==> config.mk <==
export PLATFORM = sky130hd
export DESIGN_NAME = sum_accumulator
export DESIGN_NICKNAME = d
export VERILOG_FILES = /design/src/rtl/sum_accumulator.sv
export SDC_FILE = /design/constraint.sdc
export NUM_CORES = 1
export LEC_CHECK = 0
export BUFFER_PORTS_ARGS = -buffer_cell sky130_fd_sc_hd__buf_4
export CAP_MARGIN = 20
export CORE_MARGIN = 2
export CORE_UTILIZATION = 35
export CTS_CLUSTER_SIZE = 28
export DETAILED_ROUTE_END_ITERATION = 8
export HOLD_SLACK_MARGIN = 0.15
export SETUP_SLACK_MARGIN = 0.2
export SYNTH_ARGS = -nofsm -noshare
export SYNTH_HDL_FRONTEND = slang
export SYNTH_SLANG_ARGS = --single-unit
==> constraint.sdc <==
create_clock -name clk -period 7.6 [get_ports clk]
set_input_delay 2.28 -clock clk [delete_from_list [all_inputs] [get_ports clk]]
set_output_delay 2.28 -clock clk [all_outputs]
set_load 0.05 [all_outputs]
==> src/rtl/sum_accumulator.sv <==
// Sums windows of 2^LOG2_N samples and reports total and truncated average; optional min/max via MIN_MAX_EN.
// Latency: result registered, out_valid high the cycle after the window's last accepted sample.
// Backpressure: a pending result holds in_ready low until out_ready; clear aborts the window at any time.
module sum_accumulator #(
    parameter int LOG2_N = 2
) (
    input  logic        clk,
    input  logic        rst_n,
    input  logic [7:0]  in_data,
    input  logic        in_valid,
    output logic        in_ready,
    input  logic        clear,
    output logic [15:0] out_sum,
    output logic [7:0]  out_avg,
    output logic        out_valid,
    input  logic        out_ready,
`ifdef MIN_MAX_EN
    output logic [7:0]  out_min,
    output logic [7:0]  out_max,
`endif
    output logic        busy
);

    localparam int CW = LOG2_N + 1;
    localparam logic [CW-1:0] LAST_CNT = CW'((1 << LOG2_N) - 1);

    localparam logic [1:0] ST_IDLE  = 2'd0;
    localparam logic [1:0] ST_ACCUM = 2'd1;
    localparam logic [1:0] ST_HOLD  = 2'd2;

    logic [1:0]    state;
    logic [15:0]   acc;
    logic [CW-1:0] count;
    logic          accept;
    logic          last_accept;
    logic [15:0]   sum_next;

    assign in_ready    = (state != ST_HOLD) && !clear;
    assign accept      = in_valid && in_ready;
    assign last_accept = accept && (state == ST_ACCUM) && (count == LAST_CNT);
    assign sum_next    = acc + {8'd0, in_data};
    assign busy        = (state != ST_IDLE);

`ifdef MIN_MAX_EN
    logic [7:0] run_min;
    logic [7:0] run_max;
    logic [7:0] min_next;
    logic [7:0] max_next;

    assign min_next = (in_data < run_min) ? in_data : run_min;
    assign max_next = (in_data > run_max) ? in_data : run_max;

    always_ff @(posedge clk) begin
        if (!rst_n || clear) begin
            run_min <= 8'd0;
            run_max <= 8'd0;
            out_min <= 8'd0;
            out_max <= 8'd0;
        end else if (accept && state == ST_IDLE) begin
            // first sample of a window seeds both trackers
            run_min <= in_data;
            run_max <= in_data;
        end else if (accept && state == ST_ACCUM) begin
            run_min <= min_next;
            run_max <= max_next;
            if (last_accept) begin
                out_min <= min_next;
                out_max <= max_next;
            end
        end
    end
`endif

    always_ff @(posedge clk) begin
        if (!rst_n || clear) begin
            state     <= ST_IDLE;
            acc       <= 16'd0;
            count     <= '0;
            out_sum   <= 16'd0;
            out_avg   <= 8'd0;
            out_valid <= 1'b0;
        end else begin
            case (state)
                ST_IDLE: begin
                    if (accept) begin
                        acc   <= {8'd0, in_data};
                        count <= CW'(1);
                        state <= ST_ACCUM;
                    end
                end
                ST_ACCUM: begin
                    if (accept) begin
                        acc   <= sum_next;
                        count <= count + CW'(1);
                        if (last_accept) begin
                            out_sum   <= sum_next;
                            out_avg   <= 8'(sum_next >> LOG2_N);
                            out_valid <= 1'b1;
                            state     <= ST_HOLD;
                        end
                    end
                end
                ST_HOLD: begin
                    // in_ready is low here, so a sample offered alongside the handshake waits a cycle
                    if (out_ready) begin
                        acc       <= 16'd0;
                        count     <= '0;
                        out_valid <= 1'b0;
                        state     <= ST_IDLE;
                    end
                end
                default: begin
                    state <= ST_IDLE;
                end
            endcase
        end
    end

endmodule

Yosys cells after proc, flatten, opt, wreduce, memory -nomap -nowiden
Cells that the tools add are included.
{"block": "op_classes", "addsub": 2, "n_mul": 0, "div_mod_pow": 0, "n_lt_le_gt_ge": 0, "eq_ne": 8, "shifts": 0, "n_mux": 17, "bitwise": 0, "reduce_logical": 15}
{"cell": "$mux 16", "n": 3}
{"cell": "$pmux 16 s3", "n": 1}
{"cell": "$add 16x8->16", "n": 1}
{"cell": "$reduce_and 4->1", "n": 3}
{"cell": "$ne 2x2->1 const B", "n": 5}
{"cell": "$mux 3", "n": 3}
{"cell": "$pmux 3 s3", "n": 1}
{"cell": "$mux 2", "n": 4}
{"cell": "$pmux 2 s3", "n": 1}
{"cell": "$logic_and 1x1->1", "n": 4}
{"cell": "$reduce_bool 2->1", "n": 2}
{"cell": "$add 3x1->3 const B", "n": 1}
{"cell": "$eq 3x2->1 const B", "n": 1}
{"cell": "$mux 1", "n": 3}
{"cell": "$reduce_and 3->1", "n": 1}
{"cell": "$reduce_bool 3->1", "n": 1}
{"cell": "$eq 2x1->1 const B", "n": 1}
{"cell": "$eq 2x2->1 const B", "n": 1}
{"cell": "$logic_not 1->1", "n": 2}
{"cell": "$logic_not 2->1", "n": 1}
{"cell": "$pmux 1 s2", "n": 1}
{"cell": "$logic_or 1x1->1", "n": 1}
{"block": "totals", "regBits": 46, "latchBits": 0, "mem_bits_rw": 0, "rom_bits": 0, "out_inout_bits": 27, "word_cells": 48, "n_memories": 0}

Longest topological paths before layout
{"block": "logic_depth", "depth_word": 8, "ltp_mapped": 9, "depth_no_buf": 7}

Worst setup path before layout
No wires, ideal clock.
{"block": "synth_timing", "kind": "input port to output port", "startpoint": "input clear", "endpoint": "output in_ready", "arrival_ps": 2925, "slack_ps": 2395, "cell_stages": 1, "n_path_buf": 0, "path_cell_list": "nor2_1"}
{"block": "synth_between", "elab_chain_len": 2}
{"element": "from (decl)", "line": "12", "text": "input logic clear,"}
{"element": "$logic_not 1->1", "line": "38", "text": "assign in_ready = (state != ST_HOLD) && !clear;"}
{"element": "$logic_and 1x1->1", "line": "38"}
{"element": "to (decl)", "line": "11", "text": "output logic in_ready,"}
No other way between the ends.

Worst setup path in the final report
Ends and elaborated chain as after synthesis.

==> metrics.cfg <==
[synth]
synth-seq-cells = 38
syn_inst = 271
syn-num-nets = 299
async_flop_share = 0
synth_edf_count = 0
synthXorXnorAreaFrac = 0.0346
synth_top_family_by_area = simple AND/OR/NAND/NOR gates
ys.flop_type = dfxtp_1
syn_area_per_cell_sq_um = 8.41
ys_seq_area_frac = 0.334
muxShareOfSynthArea = 0.00439
synth-compound-area-share = 0.238
synthAdderAreaFrac = 0.0857
yosysWarningCount = 0
synth_cell_type_count = 54
yosys.area_share.simple = 0.239
netlist_area_sq_mm = 0.00228

[cts]
hold_buffers = 0
cts_inserted_buffers = 5
cts.path.max_buffers = 2
clkTransAtPathRegs_ns = 0.08
clk_latency_ns = 0.29
post_cts_buffers = 0
htreeDepth = 2
cts_tree = yes
cts.root.buffer_cell = clkbuf_8
cts_resized = 0
cts_num_sinks = 38

[sta]
fin_tns_setup_ns = 0
tightestPinTransition_ns = 0.793
finalMaxSlewViolations = 0
hold_viol = 0
min_period_ns = 4.97
fin_skew_ns = 0.00777
fin_crit_sh = 0.654
setup_viol = 0
holdWs_ns = 0.457
slew_headroom = 0.470
rsz0062_at_grt = no
max_freq_mhz = 201

[placement]
place_hpwl_um = 3800
placement.io_buffers = 39
gp_congestion = 0.833
post_dp_cell_area_sq_mm = 0.00255
dp_cells = 366

[die]
dieArea_sq_mm = 0.00717
start_util = 0.361
rows = 29
die_y_um = 84.7
core-area_sq_mm = 0.00631
ioPinCount = 40
die_x_um = 84.7

[final_layout]
final_common_cell = buf_4
syn_to_final_growth_pct = 17.7
nets = 325
multi_input_area_sq_mm = 0.00137
drive_gt1_frac = 0.208
stdcell_count = 375
fin_area_sq_mm = 0.00268
fillers = 655
final_cell_mix = buf_4, dfxtp_1, nor2_1
regArea_sq_um = 761
n_antenna_cell = 0

[critical_path]
crit_chain = buf_4 > nor2_1 > buf_4
start_kind = input pin
critPathKind = in -> out
path_max_fanout = 4
crit_path_max_incr_delay_ns = 0.20
slowest_stage = buf_4
end_kind = output pin
critPathRequiredTime_ns = 5.32
cpMostUsedCell = buf_4
critPathBufInv = 2
arrival_ns = 2.69
cp_top_family = buffers and inverters

[outcome]
status = complete, no violations

[global_route]
grt_max_degree = 34
grt_pass1_wl_um = 9070
antenna_found_initial = 0
grt_pass1_vias = 1856
grt.total_usage = 0.156
grt-ovfl-total = 0

[detailed_routing]
vias = 2054
vias_per_cell = 5.48
wl_per_cell_um = 14.4
drtPass1Iterations = 4
drc = 0
routed_wl_um = 5410
antenna_left = 0
initialDrtViolationCount = 136

[pwr]
vdd_ir_drop_max_mv = 0.102
p_leak_nw = 1.01
power_w = 0.000431
power_density_mw_per_mm2 = 161

[run]
maxCapViolations = 0

[worst_hold_path]
hold_class = reg -> reg

-- state kept, by name, indices dropped and copies added (netlist names) --
signal,count
count,3
out_valid,1
acc,16
state,2
out_sum,16
-- kinds of logic after synthesis --
kind of cell	count (synthesis)
adder cells (fa/ha/maj)	15
XOR/XNOR	9
AND/OR/NAND/NOR	103
multiplexers	1
AO/OA/AOI/OAI	78
flip-flops	38
buffers and inverters	27
-- where the power goes --
part           switching, W  internal, W
registers        0.00000156     0.000201
clock network     0.0000730    0.0000966
logic             0.0000364    0.0000217
-- per-stage QoR --
stage | worst slack (ns) | util
after CTS | 2.63 | 0.421
after floorplan | 2.40 | -
final | 2.63 | 0.425
after global routing | 2.62 | 0.425
after global placement | 2.64 | 0.403
after detailed placement | 2.64 | 0.403
-- worst reg2reg max path: stages, from the launching register on --
cell	delay (ns)
dfxtp_1	0.32
ha_1	0.21
fa_1	0.44
a211oi_2	0.35
nor3_2	0.10
a211oi_2	0.69
o21ai_0	0.17
a311oi_1	0.26
-- Yosys cell counts (2+ instances only) --
library cell	count	share of area
nand3b_1	5	0.016
xnor2_1	7	0.027
clkbuf_1	5	0.0082
a21o_1	4	0.013
a211oi_1	9	0.030
a211oi_2	4	0.022
o21ai_0	11	0.024
nor2b_1	3	0.0082
or4_1	4	0.013
nand3_1	8	0.018
buf_2	7	0.015
nor3_1	7	0.015
ha_1	14	0.077
inv_1	4	0.0066
and2_1	2	0.0055
o21ai_1	2	0.0044
a22oi_1	2	0.0066
and3_1	3	0.0082
a221oi_1	4	0.015
o211ai_1	5	0.016
nand2_1	22	0.036
nand2b_1	4	0.011
dfxtp_1	38	0.33
a21oi_2	3	0.012
a311oi_1	3	0.012
buf_4	8	0.026
nand4_1	3	0.0082
or3_1	5	0.014
a21oi_1	20	0.044
xor2_1	2	0.0077
a31oi_1	4	0.011
nor2_1	27	0.044
-- layout make-up --
type	count	area share
clock buffers	5	0.0257
clock inverters	3	0.0149
inverters	5	0.00700
multi-input cells	206	0.511
flip-flops and latches	38	0.284
well taps	77	0.0359
repair buffers	41	0.122
-- metal layers --
metal / part of all wire / vias to the layer above / track usage / wire (um)
met5: 0 / - / 0 / 0
met2: 0.43 / 51 / 0.236 / 2330
met3: 0.045 / 9 / 0.0285 / 245
li1: - / 1048 / - / -
met4: 0.015 / 0 / 0.0519 / 80
met1: 0.51 / 946 / 0.224 / 2760
-- path summary, 6_finish.rpt --
| path | slack (ns) | from | cells after the start | endpoint |
|---|---|---|---|---|
| min | 0.46 | out_sum[1] | 2 | out_sum[1] |
| max reg2reg | 4.98 | acc[0] | 7 | out_sum[12] |
| min reg2reg | 0.46 | out_sum[1] | 2 | out_sum[1] |
| max | 2.63 | clear | 3 | in_ready |
Power figures use the tool's default switching activity.
